[src/rtl/raster_mem_pkg.sv]
// Shared definitions for the rasterizer memory responder.
// Provides the FSM state enum, the port-id constants used to index the
// fb/zb request pair, the default bus widths and a small port helper.
package raster_mem_pkg;

  localparam int unsigned ADDR_W_DEF = 24;
  localparam int unsigned DATA_W_DEF = 32;

  // Port ids double as bit positions in the arbiter request vector.
  localparam logic PORT_FB = 1'b0;
  localparam logic PORT_ZB = 1'b1;

  typedef enum logic [1:0] {
    IDLE = 2'd0,
    MEM  = 2'd1,
    RESP = 2'd2
  } state_e;

  // The opposite initiator port.
  function automatic logic other_port(input logic p);
    return ~p;
  endfunction

endpackage

[src/rtl/raster_mem_responder_if.sv]
// Bus bundle between the rasterizer initiators, the responder and memory.
// fb_* / zb_*: req/we/addr/wdata from the initiator, rdata/ack/ready back.
// mem_*      : req/we/addr/wdata to the memory controller, rdata/ack back.
// slave  : responder view (answers fb/zb, drives mem commands).
// master : environment view (rasterizer initiators plus memory controller).
interface raster_mem_responder_if
  import raster_mem_pkg::*;
#(
  parameter int unsigned ADDR_W = ADDR_W_DEF,
  parameter int unsigned DATA_W = DATA_W_DEF
);

  logic              fb_req;
  logic              fb_we;
  logic [ADDR_W-1:0] fb_addr;
  logic [DATA_W-1:0] fb_wdata;
  logic [DATA_W-1:0] fb_rdata;
  logic              fb_ack;
  logic              fb_ready;

  logic              zb_req;
  logic              zb_we;
  logic [ADDR_W-1:0] zb_addr;
  logic [DATA_W-1:0] zb_wdata;
  logic [DATA_W-1:0] zb_rdata;
  logic              zb_ack;
  logic              zb_ready;

  logic              mem_req;
  logic              mem_we;
  logic [ADDR_W-1:0] mem_addr;
  logic [DATA_W-1:0] mem_wdata;
  logic [DATA_W-1:0] mem_rdata;
  logic              mem_ack;

  modport slave (
    input  fb_req, fb_we, fb_addr, fb_wdata,
    output fb_rdata, fb_ack, fb_ready,
    input  zb_req, zb_we, zb_addr, zb_wdata,
    output zb_rdata, zb_ack, zb_ready,
    output mem_req, mem_we, mem_addr, mem_wdata,
    input  mem_rdata, mem_ack
  );

  modport master (
    output fb_req, fb_we, fb_addr, fb_wdata,
    input  fb_rdata, fb_ack, fb_ready,
    output zb_req, zb_we, zb_addr, zb_wdata,
    input  zb_rdata, zb_ack, zb_ready,
    input  mem_req, mem_we, mem_addr, mem_wdata,
    output mem_rdata, mem_ack
  );

endinterface

[src/rtl/rr_arb2.sv]
// Two-request round-robin arbiter.
// Ports: clk, rst (sync, active-high); req[1:0] indexed by port id;
// update/upd_port record the port just served; gnt_valid_c/gnt_port_c
// give the combinational grant for the current request pattern.
// last_grant resets to fb so that zb wins the first tie.
module rr_arb2
  import raster_mem_pkg::*;
(
  input  logic       clk,
  input  logic       rst,
  input  logic [1:0] req,
  input  logic       update,
  input  logic       upd_port,
  output logic       gnt_valid_c,
  output logic       gnt_port_c
);

  logic last_grant_q;
  logic last_grant_d;

  // Pointer update on the strobe only.
  always_comb begin
    last_grant_d = last_grant_q;
    if (update) begin
      last_grant_d = upd_port;
    end
  end

  always_ff @(posedge clk) begin
    if (rst) begin
      last_grant_q <= PORT_FB;
    end else begin
      last_grant_q <= last_grant_d;
    end
  end

  // On a tie the port not served last wins; otherwise the lone requester.
  always_comb begin
    gnt_valid_c = |req;
    gnt_port_c  = PORT_FB;
    if (req[PORT_FB] && req[PORT_ZB]) begin
      gnt_port_c = other_port(last_grant_q);
    end else if (req[PORT_ZB]) begin
      gnt_port_c = PORT_ZB;
    end
  end

endmodule

[src/rtl/raster_mem_responder.sv]
// Memory-side responder for the rasterizer fb and zb initiator ports.
// Merges both ports onto one memory port with round-robin arbitration and
// keeps a single transaction outstanding (IDLE -> MEM -> RESP -> IDLE).
// Ports: clk, rst (sync, active-high); bus (slave modport) carrying the
// fb_*, zb_* initiator handshakes and the mem_* command/response port.
module raster_mem_responder
  import raster_mem_pkg::*;
#(
  parameter int unsigned ADDR_W = ADDR_W_DEF,
  parameter int unsigned DATA_W = DATA_W_DEF
) (
  input  logic                  clk,
  input  logic                  rst,
  raster_mem_responder_if.slave bus
);

  localparam logic [1:0] S_IDLE = IDLE;
  localparam logic [1:0] S_MEM  = MEM;
  localparam logic [1:0] S_RESP = RESP;

  logic [1:0]        state_q,     state_d;
  logic              grant_q,     grant_d;
  logic              mem_req_q,   mem_req_d;
  logic              mem_we_q,    mem_we_d;
  logic [ADDR_W-1:0] mem_addr_q,  mem_addr_d;
  logic [DATA_W-1:0] mem_wdata_q, mem_wdata_d;
  logic              fb_ack_q,    fb_ack_d;
  logic              zb_ack_q,    zb_ack_d;
  logic [DATA_W-1:0] fb_rdata_q,  fb_rdata_d;
  logic [DATA_W-1:0] zb_rdata_q,  zb_rdata_d;

  logic arb_update_c;
  logic gnt_valid_c;
  logic gnt_port_c;

  // Arbiter sees raw requests; they are only acted on in IDLE, so a request
  // raised during MEM/RESP simply waits.
  rr_arb2 u_arb (
    .clk         (clk),
    .rst         (rst),
    .req         ({bus.zb_req, bus.fb_req}),
    .update      (arb_update_c),
    .upd_port    (grant_q),
    .gnt_valid_c (gnt_valid_c),
    .gnt_port_c  (gnt_port_c)
  );

  // Next-state and register updates.
  always_comb begin
    state_d      = state_q;
    grant_d      = grant_q;
    mem_req_d    = mem_req_q;
    mem_we_d     = mem_we_q;
    mem_addr_d   = mem_addr_q;
    mem_wdata_d  = mem_wdata_q;
    fb_ack_d     = 1'b0;
    zb_ack_d     = 1'b0;
    fb_rdata_d   = fb_rdata_q;
    zb_rdata_d   = zb_rdata_q;
    arb_update_c = 1'b0;

    case (state_q)
      S_IDLE: begin
        if (gnt_valid_c) begin
          grant_d   = gnt_port_c;
          mem_req_d = 1'b1;
          state_d   = S_MEM;
          if (gnt_port_c == PORT_ZB) begin
            mem_we_d    = bus.zb_we;
            mem_addr_d  = bus.zb_addr;
            mem_wdata_d = bus.zb_wdata;
          end else begin
            mem_we_d    = bus.fb_we;
            mem_addr_d  = bus.fb_addr;
            mem_wdata_d = bus.fb_wdata;
          end
        end
      end

      S_MEM: begin
        // Command fields stay put; only mem_req drops once memory answers.
        if (bus.mem_ack) begin
          mem_req_d = 1'b0;
          state_d   = S_RESP;
          if (grant_q == PORT_ZB) begin
            zb_ack_d = 1'b1;
            if (!mem_we_q) begin
              zb_rdata_d = bus.mem_rdata;
            end
          end else begin
            fb_ack_d = 1'b1;
            if (!mem_we_q) begin
              fb_rdata_d = bus.mem_rdata;
            end
          end
        end
      end

      S_RESP: begin
        // ack is high for this single cycle; remember who was served.
        arb_update_c = 1'b1;
        state_d      = S_IDLE;
      end

      default: begin
        state_d   = S_IDLE;
        mem_req_d = 1'b0;
      end
    endcase
  end

  always_ff @(posedge clk) begin
    if (rst) begin
      state_q     <= S_IDLE;
      grant_q     <= PORT_FB;
      mem_req_q   <= 1'b0;
      mem_we_q    <= 1'b0;
      mem_addr_q  <= '0;
      mem_wdata_q <= '0;
      fb_ack_q    <= 1'b0;
      zb_ack_q    <= 1'b0;
      fb_rdata_q  <= '0;
      zb_rdata_q  <= '0;
    end else begin
      state_q     <= state_d;
      grant_q     <= grant_d;
      mem_req_q   <= mem_req_d;
      mem_we_q    <= mem_we_d;
      mem_addr_q  <= mem_addr_d;
      mem_wdata_q <= mem_wdata_d;
      fb_ack_q    <= fb_ack_d;
      zb_ack_q    <= zb_ack_d;
      fb_rdata_q  <= fb_rdata_d;
      zb_rdata_q  <= zb_rdata_d;
    end
  end

  // ready is forced low while reset is asserted, even though state is IDLE.
  assign bus.fb_ready  = (state_q == S_IDLE) && !rst;
  assign bus.zb_ready  = (state_q == S_IDLE) && !rst;
  assign bus.fb_ack    = fb_ack_q;
  assign bus.zb_ack    = zb_ack_q;
  assign bus.fb_rdata  = fb_rdata_q;
  assign bus.zb_rdata  = zb_rdata_q;
  assign bus.mem_req   = mem_req_q;
  assign bus.mem_we    = mem_we_q;
  assign bus.mem_addr  = mem_addr_q;
  assign bus.mem_wdata = mem_wdata_q;

endmodule
[src/flat_wrapper.sv]
// flat-port wrapper written by rule: the top's interface ports become plain ports
module raster_mem_responder_flat import raster_mem_pkg::*;
#(
  parameter int unsigned ADDR_W = ADDR_W_DEF,
  parameter int unsigned DATA_W = DATA_W_DEF
)
  (clk, rst, bus_fb_req, bus_fb_we, bus_fb_addr, bus_fb_wdata, bus_fb_rdata, bus_fb_ack, bus_fb_ready, bus_zb_req, bus_zb_we, bus_zb_addr, bus_zb_wdata, bus_zb_rdata, bus_zb_ack, bus_zb_ready, bus_mem_req, bus_mem_we, bus_mem_addr, bus_mem_wdata, bus_mem_rdata, bus_mem_ack);
  raster_mem_responder_if #(.ADDR_W(ADDR_W), .DATA_W(DATA_W)) bus_i ();
  input  logic clk;
  input  logic rst;
  input wire logic [$bits(bus_i.fb_req)-1:0] bus_fb_req;
  input wire logic [$bits(bus_i.fb_we)-1:0] bus_fb_we;
  input wire logic [$bits(bus_i.fb_addr)-1:0] bus_fb_addr;
  input wire logic [$bits(bus_i.fb_wdata)-1:0] bus_fb_wdata;
  output wire logic [$bits(bus_i.fb_rdata)-1:0] bus_fb_rdata;
  output wire logic [$bits(bus_i.fb_ack)-1:0] bus_fb_ack;
  output wire logic [$bits(bus_i.fb_ready)-1:0] bus_fb_ready;
  input wire logic [$bits(bus_i.zb_req)-1:0] bus_zb_req;
  input wire logic [$bits(bus_i.zb_we)-1:0] bus_zb_we;
  input wire logic [$bits(bus_i.zb_addr)-1:0] bus_zb_addr;
  input wire logic [$bits(bus_i.zb_wdata)-1:0] bus_zb_wdata;
  output wire logic [$bits(bus_i.zb_rdata)-1:0] bus_zb_rdata;
  output wire logic [$bits(bus_i.zb_ack)-1:0] bus_zb_ack;
  output wire logic [$bits(bus_i.zb_ready)-1:0] bus_zb_ready;
  output wire logic [$bits(bus_i.mem_req)-1:0] bus_mem_req;
  output wire logic [$bits(bus_i.mem_we)-1:0] bus_mem_we;
  output wire logic [$bits(bus_i.mem_addr)-1:0] bus_mem_addr;
  output wire logic [$bits(bus_i.mem_wdata)-1:0] bus_mem_wdata;
  input wire logic [$bits(bus_i.mem_rdata)-1:0] bus_mem_rdata;
  input wire logic [$bits(bus_i.mem_ack)-1:0] bus_mem_ack;
  assign bus_i.fb_req = bus_fb_req;
  assign bus_i.fb_we = bus_fb_we;
  assign bus_i.fb_addr = bus_fb_addr;
  assign bus_i.fb_wdata = bus_fb_wdata;
  assign bus_fb_rdata = bus_i.fb_rdata;
  assign bus_fb_ack = bus_i.fb_ack;
  assign bus_fb_ready = bus_i.fb_ready;
  assign bus_i.zb_req = bus_zb_req;
  assign bus_i.zb_we = bus_zb_we;
  assign bus_i.zb_addr = bus_zb_addr;
  assign bus_i.zb_wdata = bus_zb_wdata;
  assign bus_zb_rdata = bus_i.zb_rdata;
  assign bus_zb_ack = bus_i.zb_ack;
  assign bus_zb_ready = bus_i.zb_ready;
  assign bus_mem_req = bus_i.mem_req;
  assign bus_mem_we = bus_i.mem_we;
  assign bus_mem_addr = bus_i.mem_addr;
  assign bus_mem_wdata = bus_i.mem_wdata;
  assign bus_i.mem_rdata = bus_mem_rdata;
  assign bus_i.mem_ack = bus_mem_ack;
  raster_mem_responder #(.ADDR_W(ADDR_W), .DATA_W(DATA_W)) u_core (.clk(clk), .rst(rst), .bus(bus_i));
endmodule
[config.mk]
export PLATFORM = sky130hd
export DESIGN_NAME = raster_mem_responder_flat
export DESIGN_NICKNAME = d
export VERILOG_FILES = /design/src/rtl/raster_mem_pkg.sv /design/src/rtl/raster_mem_responder_if.sv /design/src/rtl/rr_arb2.sv /design/src/rtl/raster_mem_responder.sv /design/src/flat_wrapper.sv
export SDC_FILE = /design/constraint.sdc
export NUM_CORES = 1
export LEC_CHECK = 0
export BUFFER_PORTS_ARGS = -buffer_cell sky130_fd_sc_hd__buf_2
export CORE_MARGIN = 2
export CORE_UTILIZATION = 49
export CTS_CLUSTER_DIAMETER = 30
export DETAILED_ROUTE_END_ITERATION = 8
export GPL_ROUTABILITY_DRIVEN = 0
export HOLD_SLACK_MARGIN = 0.12
export PLACE_DENSITY = 0.86
export SYNTH_ARGS = -nofsm -noshare
export SYNTH_HDL_FRONTEND = slang
export SYNTH_HIERARCHICAL = 1
export SYNTH_SLANG_ARGS = --single-unit
export TNS_END_PERCENT = 10
[constraint.sdc]
create_clock -name clk -period 2.8 [get_ports clk]
set_input_delay 0.28 -clock clk [delete_from_list [all_inputs] [get_ports clk]]
set_output_delay 0.28 -clock clk [all_outputs]
set_load 0.01 [all_outputs]
==> impl_summary.txt, run 1 <==
----------------------------------------------------
[Placed design]
  Detailed Place HPWL ... 10.7 mm
  Number of placed cells counting well taps ... 905
  Area post-placement ... 6830 µm²
  Number of buffers added on ports ... 276
  Post-Place Setup Slack ... 0.671 ns

[Global routing]
  Global-route wire length before repair ... 30.3 mm
  Antenna violations before repair ... 3
  Via count of the first global-routing pass ... 6059
  GRT Residual Overflow ... 0
  Maximum number of pins on one net before global-route repair ... 86
  Total global-route track usage ... 0.338

[Hold path]
  Type of the worst min-delay path ... in2reg
  End of the worst hold path ... u_core/bus.mem_wdata[21]
  Startpoint of the lowest-slack hold path ... bus_fb_wdata[21]
  Worst hold path cell count ... 3

[Clocking]
  TritonCTS clock tree ... built
  Clock input transition at the sequential cells of the worst setup and hold paths ... 0.06 ns
  Number of buffers added for setup after CTS ... 0
  # H-tree levels ... 4
  CTS Sinks ... 128
  Number of buffers added by the clock tree synthesis step ... 17
  CTS root buf ... clkbuf_8
  Clock latency reported for the late side of the worst-skew pair ... 0.53 ns
  Maximum clock insertion buffer count ... 2

[Floorplanning]
  Row count ... 38
  I/O pin cnt ... 277
  Area of the die ... 11900 µm²
  Starting utilization of the core area ... 0.501
  Core outline area ... 10800 µm²
  Die Ht ... 109 µm
  Die X-Extent ... 109 µm

[Drt]
  Antenna viol nets, final ... 0
  Vias after detailed routing ... 5808
  DRC Markers ... 0
  Vias/cell ... 5.44
  Number of iterations in the first detailed-routing pass ... 5
  Violation count after the first detailed-route iteration ... 437
  Total wire length ... 20.4 mm
  Post-DR wirelength/cell ... 19.1 µm

[Timing]
  Worst hold slack ... 0.126 ns
  Period utilization ... 0.925
  Setup repair after global routing missed its margin ... no
  Number of hold-slack violations in the final timing report ... 0
  Achievable Freq ... 0.386 GHz
  Worst max-slew margin expressed relative to the limit ... 0.213
  Final count of pins violating max slew ... 0
  Worst clock skew ... 0.0146 ns
  Minimum period implied by the final worst setup slack ... 2.59 ns
  Final total negative setup slack ... 0 ns
  Final setup margin ... 0.210 ns
  Slew @ Worst Pin ... 1.18 ns
  Final count of negative-setup-slack endpoints ... 0

[Setup path]
  Reg2Reg Capture Point ... u_core/bus.mem_wdata[25]
  Worst setup path category ... reg2reg
  Setup slack, reg-to-reg ... 0.21 ns
  Maximum fanout along the worst path ... 18
  Endpoint kind of the worst setup timing path ... register
  Worst path required time ... 3.21 ns
  Arrival time worst endpoint ... 3.00 ns
  Worst Reg2Reg Path Length in Cells ... 5
  Nature of the critical path startpoint ... register
  Origin of the critical flop-to-flop path ... u_core/u_arb/last_grant_q

[Logic synthesis]
  Sequential fraction of the synthesis area ... 0.474
  Post-Synth XOR/XNOR Area ... 0
  Largest area contributor in the synthesized netlist ... dfxtp_1
  Post-synthesis net count ... 676
  Synth Area in Compound Gates ... 0.0834
  Proportion of register bits with asynchronous set or reset after synthesis ... 0
  Mean instance size in the synthesized netlist ... 10.3 µm²
  Yosys warns ... 6
  Post-Syn Instances ... 525
  Area share of the largest cell type after synthesis ... 0.474
  Number of unique standard cell types used by synthesis ... 24
  Dominant combinational cell family by area after synthesis ... multiplexers
  Predominant post-synthesis flop cell ... dfxtp_1
  Area share of fa/ha/maj cells after synthesis ... 0
  Cell area after synthesis ... 5400 µm²
  Cells taking the most area after synthesis ... dfxtp_1 47%, mux2i_1 23%, nand2b_1 11%
  Total of flip-flops plus latches after synthesis ... 128
  Simple-gate portion of the synthesized area ... 0.167
  Mux contribution to synthesized area ... 0.228
  Number of flops mapped to enable cells by yosys ... 0

[Cells and area]
  Post-layout instance count excluding filler cells ... 1068
  Post-route cell area ... 8640 µm²
  Layout cells sized above 1 ... 0.347
  Area growth, synth to finish ... 60.0%
  Net total in the final layout ... 1062

[Outcome]
  Outcome ... completed

[Power and ir drop]
  Leak Pwr ... 0.00428 µW
  Pwr Density ... 573 nW/µm²
  Worst-case vdd ir drop ... 0.412 mV

[Flow run]
  Max Cap Violations ... 0

----------------------------------------------------
-- per-stage QoR --
step / total power (µW) / util
after floorplan: 2460 / -
after global placement: 2730 / 0.633
after detailed placement: 2760 / 0.633
after CTS: 4860 / 0.797
after global routing: 5110 / 0.800
final: 4950 / 0.801
-- timing repair --
action	CTS	global route
endpoints found under the hold margin	113	1
gates resized for setup	0	0
hold buffers	125	2
-- power breakdown --
group,total (µW),switching [µW],internal (µW)
clock,1970,779,1190
combinational,947,475,472
sequential,2040,87.1,1950
total,4950,1340,3610
-- state kept, by name (all words and copies together) (netlist names) --
signal,flops
u_core/grant_q,1
u_core/bus.mem_wdata,32
u_core/bus.mem_req,1
u_core/bus.fb_ack,1
u_core/bus.zb_rdata,32
u_core/state_q,2
u_core/bus.fb_rdata,32
u_core/u_arb/last_grant_q,1
u_core/bus.mem_addr,24
u_core/bus.mem_we,1
u_core/bus.zb_ack,1
-- cells in the final DEF (no fill, tap or decap) --
cell	netlist	routed
buf_2	12	275
dfxtp_1	128	128
dlygate4sd3_1	0	127
mux2i_1	123	123
nand2b_1	96	96
nor2_1	60	60
a211oi_1	57	57
clkbuf_16	0	16
buf_4	4	9
diode_2	0	6
clkbuf_8	0	6
clkinv_2	0	5
nor3_1	3	3
clkbuf_1	25	2
o21ai_0	2	2
buf_12	2	2
clkinvlp_4	0	1
and2b_2	1	1
nor3b_2	0	1
nand2_2	1	1
nor4_4	0	1
or4b_2	0	1
nor4_1	1	1
and2_1	1	1
a21oi_1	1	1
or2_1	1	1
a21boi_4	0	1
-- worst max path at each step --
stage / from / end / depth (start not counted)
after floorplan: rst / bus_zb_ready / 5
after global placement: u_core/state_q[0] / u_core/bus.zb_rdata[24] / 3
after detailed placement: u_core/state_q[0] / u_core/bus.zb_rdata[20] / 3
after CTS: u_core/u_arb/last_grant_q / u_core/bus.mem_wdata[15] / 5
after global routing: u_core/u_arb/last_grant_q / u_core/bus.mem_wdata[12] / 5
final: u_core/u_arb/last_grant_q / u_core/bus.mem_wdata[25] / 5
-- Yosys cell counts, drive strengths merged (2+ instances only) --
library cell / number
dfxtp: 128
a211oi: 57
nor2: 60
nor3: 3
buf: 21
mux2i: 123
clkbuf: 25
o21ai: 2
nor4: 2
nand2b: 96
-- cells by family after synthesis --
| logic type | after synthesis |
|---|---|
| flip-flops | 128 |
| AND/OR/NAND/NOR | 167 |
| multiplexers | 123 |
| AO/OA/AOI/OAI | 61 |
| buffers and inverters | 46 |
-- cell type report --
class                      count  area, µm²
antenna                        6       15.0
multi-input combinational    351       2610
sequential                   128       2560
fill                         561       2150
clock buffer                  24        490
timing repair buffer         413       2760
tap                          140        175
clock inverter                 6       32.5
-- worst max-delay path, cell delays in order, from the launching register on --
cell	delay (ns)
dfxtp_1	0.33
a21boi_4	0.61
buf_4	0.44
mux2i_1	0.12
dlygate4sd3_1	0.60
a211oi_1	0.35
-- metal layers --
layer	routed length, µm	GRT usage	part of all wire
met4	1450	0.249	0.071
met3	1970	0.116	0.096
met1	6970	0.342	0.34
met5	0	0	0
met2	9990	0.574	0.49
Note: power is estimated with default switching activity, not from simulation.
==> run 2, diff against run 1 <==
--- a/config.mk
+++ b/config.mk
@@ -13,6 +13,7 @@
 export GPL_ROUTABILITY_DRIVEN = 0
 export HOLD_SLACK_MARGIN = 0.12
 export PLACE_DENSITY = 0.86
+export SKIP_LAST_GASP = 1
 export SYNTH_ARGS = -nofsm -noshare
 export SYNTH_HDL_FRONTEND = slang
 export SYNTH_HIERARCHICAL = 1
==> constraint.sdc (replaced) <==
create_clock -name clk -period 3.35 [get_ports clk]
set_input_delay 0.335 -clock clk [delete_from_list [all_inputs] [get_ports clk]]
set_output_delay 0.335 -clock clk [all_outputs]
set_load 0.01 [all_outputs]
==> run 2 against run 1 <==
Non-clock buffer count shrank 99. First-iteration DRC count fell by 50%. Cell count decreased by 9.5%. Flip-flop and latch count unchanged. Power decreased by 13%. Critical path type unchanged. Largest power group is now the clock network. Clock skew fell by 0.0059 ns. Clock-buffer cell count decreased by 1. Worst hold slack better by 0.024 ns.
==> impl_summary.txt, run 2 (synthesis results as in run 1) <==
----------------------------------------------------
[Outcome]
  Outcome ... completed

[Timing]
  Setup repair after global routing missed its margin ... no
  Worst max-slew margin expressed relative to the limit ... 0.222 (+0.00973)
  Worst clock skew ... 0.00875 ns (-0.00586 ns)
  Worst hold slack ... 0.150 ns (+0.0240 ns)
  Number of hold-slack violations in the final timing report ... 0 (unchanged)
  Period utilization ... 0.644 (-0.280)
  Slew @ Worst Pin ... 1.17 ns (-0.0146 ns)
  Minimum period implied by the final worst setup slack ... 2.16 ns (-0.431 ns)
  Achievable Freq ... 0.463 GHz (+20%)
  Final count of negative-setup-slack endpoints ... 0 (unchanged)
  Final total negative setup slack ... 0 ns (unchanged)
  Final count of pins violating max slew ... 0 (unchanged)

[Cells and area]
  Leading cell type in the layout, fill and taps excluded ... buf_2
  Area growth, synth to finish ... 43.4%
  Net total in the final layout ... 963 (-9.3%)
  Layout cells sized above 1 ... 0.385 (+0.0384)
  Number of filler cells placed in the layout ... 757 (+35%)
  Post-route cell area ... 7750 µm² (-10%)
  Commonest non-fill, non-tap cells in the layout ... 275 x buf_2, 128 x dfxtp_1, 123 x mux2i_1
  Utilization of the core after routing ... 0.718 (-0.0830)

[Floorplanning]
  Row count ... 38 (unchanged)
  I/O pin cnt ... 277 (unchanged)
  Die Ht ... 109 µm (unchanged)
  Die X-Extent ... 109 µm (unchanged)
  Starting utilization of the core area ... 0.501 (unchanged)
  Core outline area ... 10800 µm² (unchanged)
  Area of the die ... 11900 µm² (unchanged)

[Drt]
  Antenna viol nets, final ... 0 (unchanged)
  Violation count after the first detailed-route iteration ... 217 (-50%)
  DRC Markers ... 0 (unchanged)
  Vias/cell ... 4.99 (-8.2%)
  Number of iterations in the first detailed-routing pass ... 4 (-1)
  Vias after detailed routing ... 4828 (-17%)
  Post-DR wirelength/cell ... 15.5 µm (-19%)
  Total wire length ... 15.0 mm (-27%)

[Clocking]
  TritonCTS clock tree ... built
  CTS root buf ... clkbuf_8
  # H-tree levels ... 4 (unchanged)
  Clock input transition at the sequential cells of the worst setup and hold paths ... 0.06 ns (about the same)
  Number of buffers added for setup after CTS ... 0 (unchanged)
  Number of buffers inserted by hold repair at cts ... 31 (-75%)
  CTS Sinks ... 128 (unchanged)
  Clock latency reported for the late side of the worst-skew pair ... 0.51 ns (-0.02 ns)
  Maximum clock insertion buffer count ... 2 (unchanged)
  Post-CTS sizing ... 0 (unchanged)
  Number of buffers added by the clock tree synthesis step ... 17 (unchanged)

[Power and ir drop]
  Worst-case vdd ir drop ... 0.299 mV (-28%)
  Clock Power Share ... 0.465 (+0.068)
  Switching Share ... 0.240 (-0.0312)
  Proportion of power drawn by combinational gates ... 0.143 (-0.048)
  Sequential share of power ... 0.393 (-0.018)
  Int Pwr ... 3270 µW (-9.4%)
  Psw ... 1030 µW (-23%)
  Leak Pwr ... 0.00390 µW (-8.8%)
  Pwr Density ... 555 nW/µm² (-3.1%)

[Setup path]
  Buffers plus inverters on the worst setup path ... 0 (-2)
  Critical Path, Cell by Cell ... nand2_2 > or4b_2 > mux2i_1
  Endpoint kind of the worst setup timing path ... register
  Maximum fanout along the worst path ... 32 (+14)
  Delay contributed by the slowest stage of the critical path ... 1.12 ns (+0.51 ns)
  Nature of the critical path startpoint ... register
  Worst setup path category ... reg2reg
  Arrival time worst endpoint ... 2.51 ns (-0.49 ns)
  Worst path required time ... 3.70 ns (+0.49 ns)
  Kind of cell adding the most delay to the critical path ... simple AND/OR/NAND/NOR gates
  Worst-path cell with the longest stage delay ... or4b_2

[Global routing]
  Total global-route track usage ... 0.246 (-0.0920)
  Via count of the first global-routing pass ... 4855 (-20%)
  GRT Residual Overflow ... 0 (unchanged)
  Antenna violations before repair ... 1 (-2)
  Global-route wire length before repair ... 22.6 mm (-25%)
  Maximum number of pins on one net before global-route repair ... 119 (+38%)

[Hold path]
  Type of the worst min-delay path ... in2reg

[Placed design]
  Area post-placement ... 6790 µm² (-0.70%)
  Detailed Place HPWL ... 10.4 mm (-2.5%)
  Number of buffers added on ports ... 276 (unchanged)

[Flow run]
  Max Cap Violations ... 0 (unchanged)

----------------------------------------------------
[run 2: cell type report]
| type | count | area [µm²] | share of cell area |
|---|---|---|---|
| Clock buffer | 23 | 467 | 0.0602 |
| Sequential cell | 128 | 2560 | 0.331 |
| Clock inverter | 9 | 179 | 0.0231 |
| Tap cell | 140 | 175 | 0.0226 |
| Antenna cell | 2 | 5.00 | 0.000646 |
| Multi-Input combinational cell | 351 | 2610 | 0.337 |
| Timing Repair Buffer | 314 | 1750 | 0.225 |
[run 2: per-layer routing]
layer | global-route usage | wire (µm) | vias up
met4 | 0.108 | 354 | 0
li1 | - | - | 2406
met5 | 0 | 0 | -
met3 | 0.0980 | 1350 | 30
met2 | 0.436 | 7530 | 192
met1 | 0.255 | 5750 | 2200
[run 2: final timing paths]
kind | from | to | slack, ns | cells after the start
min | bus_mem_rdata[18] | u_core/bus.zb_rdata[18] | 0.15 | 3
min reg2reg | u_core/bus.fb_rdata[31] | u_core/bus.fb_rdata[31] | 0.47 | 2
max reg2reg | u_core/state_q[0] | u_core/bus.zb_rdata[23] | 1.19 | 3
max | u_core/state_q[0] | u_core/bus.zb_rdata[23] | 1.19 | 3
[run 2: power groups by stage]
stage | Sequential [µW] | Clock [µW] | Combinational (µW)
6_report | 1690 | 2000 | 613
3_5_place_dp | 1720 | 0 | 581
3_3_place_gp | 1710 | 0 | 560
2_1_floorplan | 1760 | 0 | 293
5_1_grt | 1700 | 2120 | 665
4_1_cts | 1690 | 2030 | 611
[run 2: worst reg2reg max path: stages, from the launching register on]
cell and delay [ns]:
dfxtp_1 0.44, nand2_2 0.13, or4b_2 1.12, mux2i_1 0.31
[run 2: per-stage QoR]
stage                     instances  worst slack, ns  power (µW)
after global placement          902             1.28        2270
after floorplan                 525             1.62        2050
after detailed placement        902             1.22        2300
after global routing            966             1.13        4490
final                           967             1.19        4300
after CTS                       965             1.21        4320
